## src/rtl/input_layer_pkg.sv

```systemverilog
// input_layer_pkg: shared state encoding and geometry for the input-layer pipeline.
package input_layer_pkg;
  typedef enum logic {IDLE, RUN} state_t;
  localparam int LANES_INT8 = 4;
  localparam int LANES_FP16 = 2;
  localparam int IN_WORD_W  = 32;
  localparam int SAMPLE_W   = 16;
endpackage

```

## src/rtl/unpack_lane_mux.sv

```systemverilog
// unpack_lane_mux: selects one lane of a packed word as a 16-bit sample.
// INPUT_UNPACK_LANE_SWAP_EN reverses lane order (MSB-first).
module unpack_lane_mux import input_layer_pkg::*; (
  input  logic [IN_WORD_W-1:0] word,
  input  logic [1:0]           lane,
  input  logic                 mode,
  output logic [SAMPLE_W-1:0]  sample
);
  logic [1:0] k;
  logic [7:0] b;
  logic [15:0] h;
`ifdef INPUT_UNPACK_LANE_SWAP_EN
  assign k = ~lane;
`else
  assign k = lane;
`endif
  assign b = 8'(word >> {k, 3'b000});
  assign h = 16'(word >> {k[0], 4'b0000});
  assign sample = mode ? {{8{b[7]}}, b} : h;
endmodule

```

## src/rtl/input_word_unpacker.sv

```systemverilog
// input_word_unpacker: serialises 32-bit input words into 16-bit samples per frame.
// Optional INPUT_UNPACK_LANE_SWAP_EN (in unpack_lane_mux) emits lanes MSB-first.
module input_word_unpacker import input_layer_pkg::*; #(
  parameter int FRAME_LEN_W = 16
) (
  input  logic                   clk,
  input  logic                   reset_n,
  input  logic                   start,
  input  logic                   cfg_cast,
  input  logic [FRAME_LEN_W-1:0] cfg_frame_len,
  input  logic [31:0]            s_data,
  input  logic                   s_valid,
  output logic                   s_ready,
  output logic [15:0]            m_data,
  output logic                   m_cast,
  output logic                   m_last,
  output logic                   m_valid,
  input  logic                   m_ready,
  output logic                   busy,
  output logic                   done
);
  state_t state_q;
  logic mode_q, wv_q, done_q;
  logic [FRAME_LEN_W-1:0] len_q, count_q;
  logic [31:0] word_q;
  logic [1:0] lane_q, last_lane;
  logic fire, at_last, accept;
  assign last_lane = mode_q ? 2'(LANES_INT8 - 1) : 2'(LANES_FP16 - 1);
  assign at_last = lane_q == last_lane;
  assign fire = wv_q && m_ready;
  assign m_valid = wv_q;
  assign m_cast = mode_q;
  assign m_last = wv_q && (count_q == len_q - FRAME_LEN_W'(1));
  // Refill only when the current word drains and the frame continues.
  assign s_ready = (state_q == RUN) && (!wv_q || (fire && at_last && !m_last));
  assign accept = s_valid && s_ready;
  assign busy = state_q == RUN;
  assign done = done_q;
  unpack_lane_mux u_mux (
    .word   (word_q),
    .lane   (lane_q),
    .mode   (mode_q),
    .sample (m_data)
  );
  always_ff @(posedge clk) begin
    if (!reset_n) begin
      state_q <= IDLE;
      mode_q  <= 1'b0;
      len_q   <= '0;
      count_q <= '0;
      word_q  <= '0;
      wv_q    <= 1'b0;
      lane_q  <= '0;
      done_q  <= 1'b0;
    end else begin
      done_q <= 1'b0;
      if (state_q == IDLE) begin
        if (start) begin
          mode_q  <= cfg_cast;
          len_q   <= cfg_frame_len;
          count_q <= '0;
          lane_q  <= '0;
          wv_q    <= 1'b0;
          state_q <= (cfg_frame_len == '0) ? IDLE : RUN;
          done_q  <= cfg_frame_len == '0;
        end
      end else begin
        if (fire) begin
          count_q <= count_q + FRAME_LEN_W'(1);
          if (m_last) begin
            wv_q    <= 1'b0;
            state_q <= IDLE;
            done_q  <= 1'b1;
          end else if (at_last)
            wv_q <= 1'b0;
          else
            lane_q <= lane_q + 2'd1;
        end
        if (accept) begin
          word_q <= s_data;
          wv_q   <= 1'b1;
          lane_q <= '0;
        end
      end
    end
  end
endmodule

```

## config.mk

```make
export PLATFORM = sky130hd
export DESIGN_NAME = input_word_unpacker
export DESIGN_NICKNAME = d
export VERILOG_FILES = /design/src/rtl/input_layer_pkg.sv /design/src/rtl/unpack_lane_mux.sv /design/src/rtl/input_word_unpacker.sv
export SDC_FILE = /design/constraint.sdc
export NUM_CORES = 1
export LEC_CHECK = 0
export BUFFER_PORTS_ARGS = -buffer_cell sky130_fd_sc_hd__buf_2
export CAP_MARGIN = 25
export CORE_MARGIN = 1
export CORE_UTILIZATION = 35
export CTS_BUF_LIST = sky130_fd_sc_hd__clkbuf_4
export DETAILED_ROUTE_END_ITERATION = 6
export GPL_TIMING_DRIVEN = 0
export PLACE_DENSITY = 0.59
export SYNTH_ARGS = -nofsm -noshare
export SYNTH_HDL_FRONTEND = slang
export SYNTH_HIERARCHICAL = 1
export SYNTH_SLANG_ARGS = --single-unit
```

## constraint.sdc

```tcl
create_clock -name clk -period 3.3 [get_ports clk]
set_clock_uncertainty 0.15 [all_clocks]
set_input_delay 0.66 -clock clk [delete_from_list [all_inputs] [get_ports clk]]
set_output_delay 0.66 -clock clk [all_outputs]
set_load 0.01 [all_outputs]
```

==> impl_metrics.ini, run 1 <==
[status]
outcome = complete, but fails checks
violations = setup timing

[clock_network]
path_clk_slew_ps = 120
clock_tree.root_cell = sky130_fd_sc_hd__clkbuf_4
cts_tree = yes
ctsHoldBuffers = 0
cts_max_level = 3
numCtsBuffers = 9
ctsLongestPathBuffers = 2
clock_sinks = 70
clock_latency_ps = 430

[floorplan]
dieHeight_um = 109
initial_core_util = 0.364
core_region_area_sq_mm = 0.0110
rows = 38
floorplan.die.width_um = 109
io_pins = 76
fp.dieArea_sq_mm = 0.0119

[sta]
layout_min_cycle_time_ps = 3610
timing.max_slew.rel_slack = 0.507
setup-violations-final = 2
setup_slack_ps = -307
worst_pin_slew_ps = 732
worst_hold_slack_ps = 301
finalSetupTns_ps = -324
timing_max_transition_violations_final = 0
period_share = 1.09
finalHoldViolCount = 0
timing.fmax_ghz = 0.277
setup_repair_after_global_routing_missed_its_margin = yes

[finish]
fillers = 1113
most-common-layout-cells = sky130_fd_sc_hd__nand2_1 (111), sky130_fd_sc_hd__buf_2 (83), sky130_fd_sc_hd__dfxtp_1 (64)
count_of_nets_after_finishing = 634
final_util = 0.446
fraction_of_final_layout_cells_sized_beyond_drive_strength_1 = 0.262
area_delta_synth_final_pct = 22.6
layout.cells.most_common = sky130_fd_sc_hd__nand2_1
n_antenna_cell = 0

[yosys]
yosysTopAreaCellShare = 0.349
synth_edf_count = 0
post_synth_inst_count = 481
cell_type_contributing_the_most_total_cell_area_after_synthesis = sky130_fd_sc_hd__dfxtp_1
yosys_most_used_dff = sky130_fd_sc_hd__dfxtp_1
top_cells_by_area_synth = sky130_fd_sc_hd__dfxtp_1 (35%), sky130_fd_sc_hd__mux2i_1 (12%), sky130_fd_sc_hd__nand2_1 (10%)
synth_async_sr_flop_share = 0
synth_cell_types = 53
synth-seq-area-share = 0.349
synth.cell_area_sq_mm = 0.00402
postSynthAreaPerCell_sq_um = 8.35
register_bit_count_reported_by_yosys = 70
yosysWarningCount = 6
synth_fp_nets = 537

[global_route]
antenna_found_initial = 0
grt_max_degree = 13
groute.usage.overall = 0.194
globalRouteOverflowTotal = 0
grt_pass1_wl_um = 17300
first_global_vias = 3544

[routing]
route.vias.total = 3756
drcViolationCount = 0
initialDrtViolationCount = 181
final_antenna_net_count = 0
first_pass_iters = 4
avgRoutedWirePerCell_um = 15.2
via_per_inst = 5.20
totalWireLength_um = 11000

[pwr]
power_density_over_the_cells_mw_per_mm2 = 395
vdd_ir_drop_max_mv = 0.209
leakage_nw = 1.95

[placement]
port_buffers = 75
post-place-ws_ps = -138
dpl.hpwl_um = 8130
global_placement_routability_congestion = 0.832

[hold_path]
hp_class = in2reg

[critical_path]
crit_arrival_ps = 2800
worstPathRequired_ps = 2490
start_kind = flip-flop
type_of_destination_of_the_critical_path = primary output
timing_worst_setup_path_type = reg2out
path_max_fanout = 7

[flow_run]
drv_cap = 0
[cells by family after synthesis]
family / synth area share
AOI/OAI and AO/OA: 0.129
xor gates and xnor gates: 0.0807
adders and majority gates: 0.00623
buffers and inverters: 0.0586
DFF: 0.349
muxes: 0.125
and+or+nand+nor: 0.251
[state kept, by name, summed over array words and instances, names as in the netlist]
name     cells
busy         1
count_q     16
done         1
lane_q       2
len_q       16
m_cast       1
m_valid      1
word_q      32
[critical path, stage by stage, from the launching register on]
cell                      delay [ps]
sky130_fd_sc_hd__dfxtp_2         340
sky130_fd_sc_hd__buf_6           130
sky130_fd_sc_hd__or4_4           540
sky130_fd_sc_hd__or4_4           430
sky130_fd_sc_hd__o311a_4         140
sky130_fd_sc_hd__a22oi_2         160
sky130_fd_sc_hd__and4b_4         300
sky130_fd_sc_hd__o21ai_2          50
sky130_fd_sc_hd__and2_1          160
sky130_fd_sc_hd__buf_2           130
[timing repair]
| item | CTS | global route |
|---|---|---|
| setup buffers | 7 | 5 |
| gates resized for setup | 19 | 10 |
| hold endpoints to repair | 0 | 0 |
| pin swaps | 10 | 6 |
| endpoints found under the setup margin | 2 | 2 |
[cells in the mapped netlist (3+ instances only)]
library cell	n
sky130_fd_sc_hd__o22ai_1	7
sky130_fd_sc_hd__xor2_1	18
sky130_fd_sc_hd__clkbuf_1	12
sky130_fd_sc_hd__buf_12	3
sky130_fd_sc_hd__buf_2	8
sky130_fd_sc_hd__xnor2_1	19
sky130_fd_sc_hd__o21a_1	3
sky130_fd_sc_hd__o211ai_1	4
sky130_fd_sc_hd__nand3_1	14
sky130_fd_sc_hd__mux2i_1	48
sky130_fd_sc_hd__inv_1	6
sky130_fd_sc_hd__a211oi_1	16
sky130_fd_sc_hd__nor3_1	6
sky130_fd_sc_hd__nor4_1	9
sky130_fd_sc_hd__o21ai_0	11
sky130_fd_sc_hd__nand4_1	9
sky130_fd_sc_hd__buf_6	4
sky130_fd_sc_hd__dfxtp_1	70
sky130_fd_sc_hd__nand2_1	111
sky130_fd_sc_hd__a211oi_2	3
sky130_fd_sc_hd__nor2b_1	12
sky130_fd_sc_hd__and3_1	4
sky130_fd_sc_hd__nor2_1	23
sky130_fd_sc_hd__a21oi_1	22
[stage by stage]
step / cell area [sq um] / std cells / power, mW
6_report: 4920 / 723 / 1.95
5_1_grt: 4920 / 723 / 2.04
4_1_cts: 4840 / 718 / 1.94
3_5_place_dp: 4570 / 696 / 1.28
3_3_place_gp: 4570 / 696 / 1.28
2_1_floorplan: 4020 / 481 / 1.17
[power by group]
group / internal, mW / switching [mW] / leakage [nW]
Clock: 0.302 / 0.327 / 0.0810
Combinational: 0.191 / 0.214 / 1.29
Sequential: 0.878 / 0.0344 / 0.573
[layout make-up]
cell class                      instances  area (sq um)  area share
Sequential cell                        70          1410       0.287
Multi-Input combinational cell        374          2480       0.505
Tap cell                              140           175      0.0356
Inverter                                7          26.3     0.00534
Clock inverter                          7          88.8      0.0180
Timing Repair Buffer                   87           469      0.0953
Clock buffer                            9          67.6      0.0137
Buffer                                 29           198      0.0402
[final timing paths]
| path | startpoint | to | slack [ps] | depth (start not counted) |
|---|---|---|---|---|
| worst max-delay path | len_q[2] | s_ready | -310 | 9 |
| worst min register to register | word_q[0] | word_q[0] | 320 | 2 |
| worst min-delay path | s_data[12] | word_q[12] | 300 | 3 |
| worst max register to register | len_q[2] | lane_q[1] | 280 | 10 |
[routing by layer]
| metal | share of wire | global-route usage |
|---|---|---|
| met4 | 0.023 | 0.101 |
| met3 | 0.037 | 0.0299 |
| met1 | 0.46 | 0.249 |
| met5 | 0 | 0 |
| met2 | 0.48 | 0.311 |
Note: power is estimated with default switching activity, not from simulation.
==> inputs of run 2 (changes only) <==
BUFFER_PORTS_ARGS = -buffer_cell sky130_fd_sc_hd__clkbuf_2   (was -buffer_cell sky130_fd_sc_hd__buf_2)
==> impl_metrics.ini, run 2 (synthesis gave the netlist of run 1 again) <==
[finish]
top_registers = word_q (32), count_q (16), len_q (16)
area_delta_synth_final_pct = 22.9
max_ffs_per_register = 32
count_of_nets_after_finishing = 637
n_antenna_cell = 0
most-common-layout-cells = sky130_fd_sc_hd__nand2_1 (111), sky130_fd_sc_hd__clkbuf_2 (74), sky130_fd_sc_hd__dfxtp_1 (64)
largest-register = word_q
layout.cells.most_common = sky130_fd_sc_hd__nand2_1
fraction_of_final_layout_cells_sized_beyond_drive_strength_1 = 0.268

[clock_network]
path_clk_slew_ps = 120
clock_latency_ps = 430
cts_tree = yes
numCtsBuffers = 9
clock_sinks = 70
clock_tree.root_cell = sky130_fd_sc_hd__clkbuf_4
ctsLongestPathBuffers = 2
cts_max_level = 3

[routing]
route.vias.total = 3743
final_antenna_net_count = 0
first_pass_iters = 4
avgRoutedWirePerCell_um = 15.1
initialDrtViolationCount = 157
via_per_inst = 5.16
totalWireLength_um = 11000
drcViolationCount = 0

[status]
outcome = complete, but fails checks
violations = setup timing

[sta]
worst_hold_slack_ps = 286
setup_repair_after_global_routing_missed_its_margin = yes
setup-violations-final = 2
setup_slack_ps = -318
finalHoldViolCount = 0
layout_min_cycle_time_ps = 3620
worst_pin_slew_ps = 719
timing.max_slew.rel_slack = 0.516
timing.fmax_ghz = 0.276
timing_max_transition_violations_final = 0
period_share = 1.10

[pwr]
power_density_over_the_cells_mw_per_mm2 = 383
power_mw = 1.89
vdd_ir_drop_max_mv = 0.195
leakage_nw = 1.95

[floorplan]
core_region_area_sq_mm = 0.0110
initial_core_util = 0.364
rows = 38
fp.dieArea_sq_mm = 0.0119
dieHeight_um = 109
io_pins = 76
floorplan.die.width_um = 109

[placement]
port_buffers = 75
global_placement_routability_congestion = 0.856
dpl.hpwl_um = 8060

[global_route]
first_global_vias = 3489
globalRouteOverflowTotal = 0
groute.usage.overall = 0.191
grt_max_degree = 14
antenna_found_initial = 0
grt_pass1_wl_um = 17300

[critical_path]
type_of_destination_of_the_critical_path = primary output
path_max_fanout = 4
timing_worst_setup_path_type = reg2out
start_kind = flip-flop
crit_arrival_ps = 2810
worstPathRequired_ps = 2490

[flow_run]
drv_cap = 0

[hold_path]
hp_class = in2reg
[run 2: cell count changes in the layout (fill, tap and decap cells not counted), sizes merged]
cell	change
clkbuf	+74
clkinv	-2
buf	-71
bufinv	-1
clkinvlp	+2
inv	+1
[run 2: worst paths after layout]
check        slack, ps    endpoint  cells past startpoint  startpoint
min reg2reg        320   word_q[4]                      2   word_q[4]
max reg2reg        260   lane_q[1]                     10    len_q[1]
min                290  word_q[12]                      3  s_data[12]
max               -320     s_ready                     10    len_q[0]
[run 2: where the power goes]
| part | total (mW) | switching, mW | internal (mW) |
|---|---|---|---|
| sequential | 0.912 | 0.0344 | 0.878 |
| combinational | 0.411 | 0.215 | 0.196 |
| clock | 0.570 | 0.339 | 0.231 |
[run 2: layout make-up]
cell class                      count  area, sq um
Clock buffer                        9         67.6
Fill cell                        1142         6090
Timing Repair Buffer               90          495
Sequential cell                    70         1420
Buffer                             29          198
Multi-Input combinational cell    374         2480
Clock inverter                      7         73.8
Inverter                            7         26.3
Tap cell                          140          175
[run 2: per-layer routing]
layer,wire [um],part of all wire,track usage
met1,5050,0.46,0.246
met2,5240,0.48,0.311
met3,494,0.045,0.0412
met4,187,0.017,0.0743
met5,0,0,0
[run 2: worst max-delay path: stages, from the launching register on]
cell,delay [ps]
sky130_fd_sc_hd__dfxtp_4,380
sky130_fd_sc_hd__inv_2,60
sky130_fd_sc_hd__ha_4,120
sky130_fd_sc_hd__or3b_4,400
sky130_fd_sc_hd__or4_4,490
sky130_fd_sc_hd__nand3_2,100
sky130_fd_sc_hd__nand4_1,100
sky130_fd_sc_hd__and4b_4,390
sky130_fd_sc_hd__o21ai_1,60
sky130_fd_sc_hd__and2_1,160
sky130_fd_sc_hd__clkbuf_2,120
[run 2: what timing repair did]
action                                 in CTS  in global routing
hold buffers                                0                  0
resized for setup                          29                  3
setup buffers                              12                  3
pin swaps                                  14                  6
setup endpoints to repair                   2                  2
endpoints found under the hold margin       0                  0
[run 2: stage by stage]
stage	std cells	setup slack, ps	utilization	cell area, sq um	setup TNS [ps]
after floorplan	481	174	-	4020	0
after global placement	696	-118	0.414	4570	-118
after CTS	723	-349	0.445	4910	-471
after detailed placement	696	-141	0.414	4570	-141
after global routing	726	-443	0.447	4940	-676
final	726	-318	0.447	4940	-401
